$ cat config.mk
export PLATFORM = sky130hd
export DESIGN_NAME = vga_fb_arbiter
export DESIGN_NICKNAME = d
export VERILOG_FILES = /design/src/rtl/vga_pkg.sv /design/src/rtl/fb_addr_gen.sv /design/src/rtl/vga_fb_arbiter.sv
export SDC_FILE = /design/constraint.sdc
export NUM_CORES = 1
export LEC_CHECK = 0
export CAP_MARGIN = 0
export CORE_MARGIN = 2
export CORE_UTILIZATION = 45
export DETAILED_ROUTE_END_ITERATION = 8
export PLACE_DENSITY = 0.81
export SLEW_MARGIN = 20
export SYNTH_ARGS = -nofsm -noshare
export SYNTH_HDL_FRONTEND = slang
export SYNTH_SLANG_ARGS = --single-unit
$ cat constraint.sdc
create_clock -name CLK_100MHz -period 3.3 [get_ports CLK_100MHz]
set_clock_uncertainty 0.1 [all_clocks]
set_input_delay 0.495 -clock CLK_100MHz [delete_from_list [all_inputs] [get_ports CLK_100MHz]]
set_output_delay 0.495 -clock CLK_100MHz [all_outputs]
set_load 0.02 [all_outputs]
$ cat src/rtl/vga_pkg.sv
`default_nettype none
// ============================================================================
// Module      : vga_pkg
// Description : Shared sizes, screen limits and FSM encoding for the VGA
//               frame-buffer arbiter.
// Revision    : 1.0 - initial release
// ============================================================================
package vga_pkg;

    localparam int FB_W_DEF        = 160;
    localparam int FB_H_DEF        = 120;
    localparam int SCALE_SHIFT_DEF = 2;
    localparam int FB_AW           = 15;
    localparam int COLOR_W         = 12;
    localparam int COORD_W         = 11;
    localparam int SCREEN_W        = 640;
    localparam int SCREEN_H        = 480;

    // Never a legal fetch address, so comparing against it always forces a fetch.
    localparam logic [FB_AW-1:0] ADDR_SENTINEL = 15'h7FFF;

    typedef enum logic [1:0] {
        ST_IDLE = 2'd0,
        ST_RD   = 2'd1,
        ST_CAP  = 2'd2,
        ST_WR   = 2'd3
    } fsm_state_e;

endpackage
`default_nettype wire

$ cat src/rtl/fb_addr_gen.sv
`default_nettype none
// ============================================================================
// Module      : fb_addr_gen
// Description : Maps a screen coordinate to a down-scaled frame-buffer address
//               and flags whether the coordinate is in the visible area.
// Revision    : 1.0 - initial release
// ============================================================================
module fb_addr_gen
    import vga_pkg::*;
#(
    parameter int FB_W        = FB_W_DEF,
    parameter int SCALE_SHIFT = SCALE_SHIFT_DEF
) (
    input  logic [COORD_W-1:0] current_x,
    input  logic [COORD_W-1:0] current_y,
    input  logic               hblank,
    input  logic               vblank,
    output logic [FB_AW-1:0]   fetch_addr,
    output logic               visible
);

    logic [COORD_W-1:0] w_col;
    logic [COORD_W-1:0] w_row;

    assign w_col = current_x >> SCALE_SHIFT;
    assign w_row = current_y >> SCALE_SHIFT;

    assign fetch_addr = FB_AW'(w_row) * FB_AW'(FB_W) + FB_AW'(w_col);

    assign visible = !hblank && !vblank
                  && (current_x < COORD_W'(SCREEN_W))
                  && (current_y < COORD_W'(SCREEN_H));

endmodule
`default_nettype wire

$ cat src/rtl/vga_fb_arbiter.sv
`default_nettype none
// ============================================================================
// Module      : vga_fb_arbiter
// Description : Shares one single-port frame buffer between VGA pixel fetches
//               (priority) and a writer port; drives RGB444 from a colour reg.
// Revision    : 1.0 - initial release
// ============================================================================
module vga_fb_arbiter
    import vga_pkg::*;
#(
    parameter int FB_W          = FB_W_DEF,
    parameter int FB_H          = FB_H_DEF,
    parameter int SCALE_SHIFT   = SCALE_SHIFT_DEF,
    parameter int WR_BLANK_ONLY = 0
) (
    input  logic               CLK_100MHz,
    input  logic               Reset,
    input  logic [COORD_W-1:0] CurrentX,
    input  logic [COORD_W-1:0] CurrentY,
    input  logic               HBlank,
    input  logic               VBlank,
    input  logic               WrValid,
    input  logic [FB_AW-1:0]   WrAddr,
    input  logic [COLOR_W-1:0] WrData,
    output logic               WrReady,
    output logic               WrDropped,
    output logic [FB_AW-1:0]   MemAddr,
    output logic               MemWE,
    output logic [COLOR_W-1:0] MemWData,
    input  logic [COLOR_W-1:0] MemRData,
    output logic [3:0]         RED,
    output logic [3:0]         GREEN,
    output logic [3:0]         BLUE
);

    localparam logic [FB_AW:0] C_FB_SIZE = (FB_AW+1)'(FB_W * FB_H);

    fsm_state_e         r_state,     w_state_n;
    logic [FB_AW-1:0]   r_last_addr, w_last_addr_n;
    logic [COLOR_W-1:0] r_colour,    w_colour_n;
    logic [FB_AW-1:0]   r_mem_addr,  w_mem_addr_n;
    logic               r_mem_we,    w_mem_we_n;
    logic [COLOR_W-1:0] r_mem_wdata, w_mem_wdata_n;
    logic               r_wr_ready,  w_wr_ready_n;
    logic               r_wr_drop,   w_wr_drop_n;

    logic [FB_AW-1:0]   w_fetch_addr;
    logic               w_visible;
    logic               w_disp_req;
    logic               w_wr_grant;
    logic               w_wr_in_range;

    fb_addr_gen #(
        .FB_W        (FB_W),
        .SCALE_SHIFT (SCALE_SHIFT)
    ) u_addr_gen (
        .current_x  (CurrentX),
        .current_y  (CurrentY),
        .hblank     (HBlank),
        .vblank     (VBlank),
        .fetch_addr (w_fetch_addr),
        .visible    (w_visible)
    );

    assign w_disp_req    = w_visible && (w_fetch_addr != r_last_addr);
    assign w_wr_grant    = WrValid && ((WR_BLANK_ONLY == 0) || VBlank);
    assign w_wr_in_range = {1'b0, WrAddr} < C_FB_SIZE;

    always_comb begin
        w_state_n     = r_state;
        // Any blanked cycle invalidates the last fetch so the next line re-fetches.
        w_last_addr_n = w_visible ? r_last_addr : ADDR_SENTINEL;
        w_colour_n    = r_colour;
        w_mem_addr_n  = r_mem_addr;
        w_mem_we_n    = 1'b0;
        w_mem_wdata_n = r_mem_wdata;
        w_wr_ready_n  = 1'b0;
        w_wr_drop_n   = 1'b0;

        case (r_state)
            ST_IDLE: begin
                if (w_disp_req) begin
                    w_state_n     = ST_RD;
                    w_last_addr_n = w_fetch_addr;
                    w_mem_addr_n  = w_fetch_addr;
                end else if (w_wr_grant) begin
                    w_state_n     = ST_WR;
                    w_mem_addr_n  = WrAddr;
                    w_mem_wdata_n = WrData;
                    w_mem_we_n    = w_wr_in_range;
                    w_wr_ready_n  = 1'b1;
                    w_wr_drop_n   = !w_wr_in_range;
                end
            end
            ST_RD: begin
                w_state_n = ST_CAP;
            end
            ST_CAP: begin
                w_colour_n = MemRData;
                w_state_n  = ST_IDLE;
            end
            default: begin
                w_state_n = ST_IDLE;
            end
        endcase
    end

    always_ff @(posedge CLK_100MHz or posedge Reset) begin
        if (Reset) begin
            r_state     <= ST_IDLE;
            r_last_addr <= ADDR_SENTINEL;
            r_colour    <= '0;
            r_mem_addr  <= '0;
            r_mem_we    <= 1'b0;
            r_mem_wdata <= '0;
            r_wr_ready  <= 1'b0;
            r_wr_drop   <= 1'b0;
        end else begin
            r_state     <= w_state_n;
            r_last_addr <= w_last_addr_n;
            r_colour    <= w_colour_n;
            r_mem_addr  <= w_mem_addr_n;
            r_mem_we    <= w_mem_we_n;
            r_mem_wdata <= w_mem_wdata_n;
            r_wr_ready  <= w_wr_ready_n;
            r_wr_drop   <= w_wr_drop_n;
        end
    end

    assign MemAddr   = r_mem_addr;
    assign MemWE     = r_mem_we;
    assign MemWData  = r_mem_wdata;
    assign WrReady   = r_wr_ready;
    assign WrDropped = r_wr_drop;

    assign RED   = w_visible ? r_colour[11:8] : 4'h0;
    assign GREEN = w_visible ? r_colour[7:4]  : 4'h0;
    assign BLUE  = w_visible ? r_colour[3:0]  : 4'h0;

endmodule
`default_nettype wire

# Word level (Yosys, flattened, before mapping)
# Cells that the tools add are included.
# op_classes
n_addsub	1
multipliers	1
div_mod_pow	0
magnitude_cmp	3
eq_ne	4
shift	0
mux	20
bitwise_logic	1
reduce_logical	11
# op_table
operator	n
15-bit 2-to-1 mux	5
15-bit by 9-bit adder with 15-bit output	1
15-bit < comparator, second input constant	1
15-bit inequality test	1
4-bit 2-to-1 mux	3
11-bit by 10-bit < comparator with 1-bit output, second input constant	1
11-bit by 9-bit < comparator with 1-bit output, second input constant	1
9-bit by 3-bit multiplier with 10-bit output, second input constant	1
1-bit 2-to-1 mux	9
1-bit logical AND	4
2-bit 2-to-1 mux	2
2-bit case mux with 2 select lines	1
1-bit logical NOT	3
3-bit inequality test, second input constant	1
3-bit AND reduction	1
2-bit by 1-bit equality test with 1-bit output, second input constant	1
2-bit equality test, second input constant	1
2-bit logical NOT	1
2-bit AND reduction	1
2-bit nonzero test	1
1-bit inverter	1
# word_totals
ff_bits	59
latch_bits	0
mem_bits_rw	0
mem_bits_ro	0
input_bits	66
n_memories	0

# Depth between registers and ports, before layout
# depth
ltp_word	7
mapped_depth	14
ltp_nobuf	13

# Hierarchy
# Synthesis repeated with hierarchy kept, for this count alone.
# unflattened
cells_unflattened	371
area_unflattened_um2	3657.3
# modules_own_cells
module	n_inst	cells_each	area_per_inst_um2	seq_area_each_um2
vga_fb_arbiter	1	288	2975.4	1495.2
fb_addr_gen	1	83	681.9	0.0

# Worst setup path before layout
# OpenSTA, ideal clock, no wires.
# synth_timing
kind	input port to flip-flop
from	input CurrentY[3]
to	register r_mem_wdata[0] (netlist: MemWData[0])
t_arrival_ns	3.707
required_time_ns	3.075
setup_slack_ns	-0.633
stages	14
path_buffers	1
path_cell_list	ha_1 -> ha_1 -> inv_1 -> fa_1 -> nand3b_1 -> o22ai_1 -> nor4b_2 -> nand2_1 -> o211ai_1 -> a21oi_2 -> o31ai_4 -> nand3b_4 -> buf_6 -> mux2_4
# synth_between
elab_chain_cells	6
# synth_rtl
element	line_no	rtl
from (decl)	vga_fb_arbiter.sv:19	input logic [COORD_W-1:0] CurrentY,
9-bit by 3-bit multiplier with 10-bit output	fb_addr_gen.sv:28	assign fetch_addr = FB_AW'(w_row) * FB_AW'(FB_W) + FB_AW'(w_col);
15-bit by 9-bit adder with 15-bit output	fb_addr_gen.sv:28	
15-bit inequality test	vga_fb_arbiter.sv:65	assign w_disp_req = w_visible && (w_fetch_addr != r_last_addr);
1-bit logical AND (*)	vga_fb_arbiter.sv:65	
1-bit inverter (no line) (*)	--	
3-bit AND reduction (no line) (*)	--	
to (signal assigned)	vga_fb_arbiter.sv:124	r_mem_wdata <= w_mem_wdata_n;
to (decl)	vga_fb_arbiter.sv:43	logic [COLOR_W-1:0] r_mem_wdata, w_mem_wdata_n;
# Every way passes the cells marked *; elsewhere a longest branch is shown, timed or not.
# A chain may end at the register's enable or synchronous reset.

# Worst setup path in the final report
# layout_timing
from	input CurrentY[3]
to	register r_mem_addr[8] (netlist: MemAddr[8])
# layout_between
elab_chain_cells	6
# layout_rtl
element	line_no	rtl
9-bit by 3-bit multiplier with 10-bit output	fb_addr_gen.sv:28	
15-bit by 9-bit adder with 15-bit output	fb_addr_gen.sv:28	
15-bit inequality test	vga_fb_arbiter.sv:65	
1-bit logical AND	vga_fb_arbiter.sv:65	
2-bit nonzero test (no line)	--	
2-bit AND reduction (no line)	--	
to (signal assigned)	vga_fb_arbiter.sv:122	r_mem_addr <= w_mem_addr_n;
to (decl)	vga_fb_arbiter.sv:41	logic [FB_AW-1:0] r_mem_addr, w_mem_addr_n;
# Parallel ways exist; a longest one is shown, timed or not.

==> run metrics <==
status finished, violations left; failing checks negative setup slack; Core ar. roughly 7700 um^2; CTS Sinks 59; drt wl/cell 17.5 um; crit path DAT about 3.5 ns; worst slew pin tran around 0.5 ns; top_reg_cell synth dfrtp_1; Synth Instances 307; fin cells approximately 570; # diodes 0; Detailed Routing Iterations Pass 1 5; clk buf depth 2; WL final around 10000 um; vias roughly 3,000; global route total overflow 0; Post-Synthesis Cell Area around 3500 um^2; die area 8590 um^2; Clk pwr share 0.232; Area growth syn-to-layout 59.6%; remaining antenna violation count after routing 0; IR drop worst, VDD approximately 0.00057 V; Int Pwr between 2 and 2.5 mW; Max Fclk a little under 0.3 GHz; initial antenna violation count 0; CP Launch Type input pin; Final #Nets 550; Comb pwr share 0.451; Distinct cells, synth between 50 and 60; vias in the first global route ~3,300; vias per cell roughly 5.3; H-tree depth 3; Post-synth EDFFs 0; fillcell total 507; largest net degree at the start of global routing 25; RD Place Congestion 0.800; chip height between 90 and 100 um; yosys warns 0; first-pass GRT wire length ~16,000 um; Hold Crit Class input pin to async pin; clock root buffer clkbuf_8; kind of cell adding the most delay to the critical path adder cells; synthesized flop and latch total slightly below 60; Avg Inst Size Synth approximately 12 um^2; Worst EP required ~3.4 ns; PwrDens 568 nW/um^2; Starting Density 0.461; Port Buffer Count a little over 100; fin crit period 3.38 ns; Slew Viols, Final 0; Worst Path Buf+Inv 5; sequential share of power 0.317; Num CTS Buffers 9; Post-Place Cells ~550; Net Switching roughly 1.0 mW; hold_buf cts 0; 1st-iter DRT viols 111; TritonCTS clock tree yes; Clk pin slew, worst setup/hold paths 0.07 ns; MaxCap Viol Count 0; row cnt 32; GRT Total Usage 0.235; Post-Route Setup TNS -0.659 ns; maximum fanout along the worst path 8; multi-input logic area 2310 um^2; Clock Latency Late Sink about 0.33 ns; DRC errors left 0; final period utilization 1.02; Post-synth ARST share 1.00; syn_nets approximately 400; Slew headroom 0.672; Die Wd around 90 um; Final Hold Viols 0; Final WS setup -0.0810 ns; cells along the critical path buf_8 > ha_4 > ha_4 > inv_2 > fa_2 > nand3b_1 > o22ai_2 > nor4b_4 > buf_4 > xnor3_1 > nand4_1 > nand2_2 > o31ai_4 > buf_6 > buf_12 > mux2i_1 > a2bb2oi_1; Setup crit end kind register; CP most frequent cell ha_4; Ports ~110; layout cells sized above 1 0.343; CP Class input pin to register; Switching Fraction 0.325; max incr delay on CP 0.46 ns; DP Wirelength 6680 um; RSZ-0062 raised after global routing yes; Seq/Total Area, Yosys 0.422; CP max stage cell fa_2; Reg area ~1500 um^2; Pleak ~2.5 nW; Finish-stage setup viols 19
==> registers in the layout, indices dropped and copies added (netlist names) <==
signal and cells:
MemAddr 15, WrDropped 1, r_state 2, r_colour 12, MemWData 12, r_last_addr 15
WrReady 1, MemWE 1
==> layout by cell type (no fill, tap or decap), types with 5 or more instances in the layout <==
cell and instances:
clkdlybuf4s50_1 82, a2bb2oi_1 9, and2_1 13, xor2_1 10
buf_4 47, nand2b_1 14, dfrtp_1 44, xnor2_1 9
mux2i_1 19, mux2_4 12, dfstp_2 15, inv_1 12
o211ai_1 5, nand2_1 23, mux2_2 12, clkbuf_8 11
ha_4 9, a21oi_1 5, dlygate4sd2_1 15, ha_1 6
==> cells by family after synthesis <==
| logic type | synth area share |
|---|---|
| compound gates | 0.118 |
| xor+xnor | 0.0735 |
| fa+ha+maj | 0.0714 |
| buf+inv | 0.0307 |
| flops | 0.422 |
| mux | 0.148 |
| simple gates | 0.136 |
==> cell usage after synthesis, types with 2 or more instances <==
cell        n  area, um^2
ha_1       17         213
xnor2_1    10        87.6
and2_1     13        81.3
dfstp_2    15         394
mux2_4      6        90.1
o211ai_1    5        37.5
xnor3_1     2        45.0
nor2_1      6        22.5
a211oi_2    2        25.0
o21ai_0     3        15.0
nand4_1     4        25.0
o21bai_1    2        15.0
nor2b_1     3        18.8
a21o_1      2        15.0
a211o_1     3        26.3
buf_4       3        22.5
dfrtp_1    44        1100
a2bb2oi_1  13         114
a21oi_2     3        26.3
mux2_2     18         203
a21oi_1     6        30.0
nand2b_1   15        93.8
or3_1       2        12.5
clkbuf_1    5        18.8
fa_1        2        40.0
o221ai_1    2        17.5
xor2_1     10        87.6
mux2i_1    23         230
nand3_1     3        15.0
and3_1      2        12.5
nand2_1    24        90.1
inv_1      14        52.6
==> timing repair <==
action,CTS,global route
endpoints found under the setup margin,52,41
hold endpoints to repair,0,0
pin swaps,24,23
resized for setup,66,27
buffers inserted,7,2
gates cloned,2,0
==> power by group through the flow <==
stage               Clock [mW]  Sequential (mW)  Combinational [mW]
floorplan                    0             1.15               0.598
global placement             0             1.01                1.26
detailed placement           0             1.02                1.29
CTS                      0.762             1.01                1.37
global route             0.784             1.04                1.54
finish                   0.746             1.02                1.45
==> metal layers <==
metal / global-route usage / wire length, um
met5: 0 / 0
met2: 0.407 / 5260
met3: 0.0496 / 440
met1: 0.285 / 4040
met4: 0.0956 / 225
==> through the flow <==
stage	setup slack, ns	instance area (um^2)	hold slack (ns)	power, mW	utilization
finish	-0.0810	5650	0.372	3.21	0.735
global route	-0.230	5650	0.396	3.36	0.735
CTS	0.00434	5510	0.370	3.14	0.717
detailed placement	-0.892	5070	0.371	2.30	0.659
global placement	-0.770	5070	0.354	2.27	0.659
floorplan	-0.349	3640	0.335	1.75	-
==> path summary, 6_finish.rpt <==
check	start	endpoint	slack, ns	cells past startpoint
max	CurrentY[3]	MemAddr[8]	-0.08	17
min	Reset	WrReady	0.37	2
max reg2reg	r_last_addr[1]	MemWData[6]	0.60	9
min reg2reg	r_state[1]	r_state[1]	0.39	1
max in group asynchronous	Reset	r_last_addr[2]	2.01	3
min in group CLK_100MHz	r_state[1]	r_state[1]	0.39	1
==> area by class of cell <==
| class | instances | share of cell area |
|---|---|---|
| clock buffer | 11 | 0.0268 |
| clock inverter | 4 | 0.0131 |
| inverter | 14 | 0.00930 |
| multi-input combinational | 226 | 0.409 |
| sequential | 59 | 0.265 |
| tap | 102 | 0.0226 |
| timing repair buffer | 155 | 0.255 |
==> worst reg2reg max path, cell delays in order, from the launching register on <==
cell and delay (ns):
dfstp_2 0.54, xor2_1 0.07, nor3_1 0.35, nand4_1 0.19, nor4b_2 0.29, nand4_1 0.19
nand2_2 0.13, o31ai_4 0.10, nand3b_4 0.28, mux2_4 0.35
Note: power is estimated with default switching activity, not from simulation.
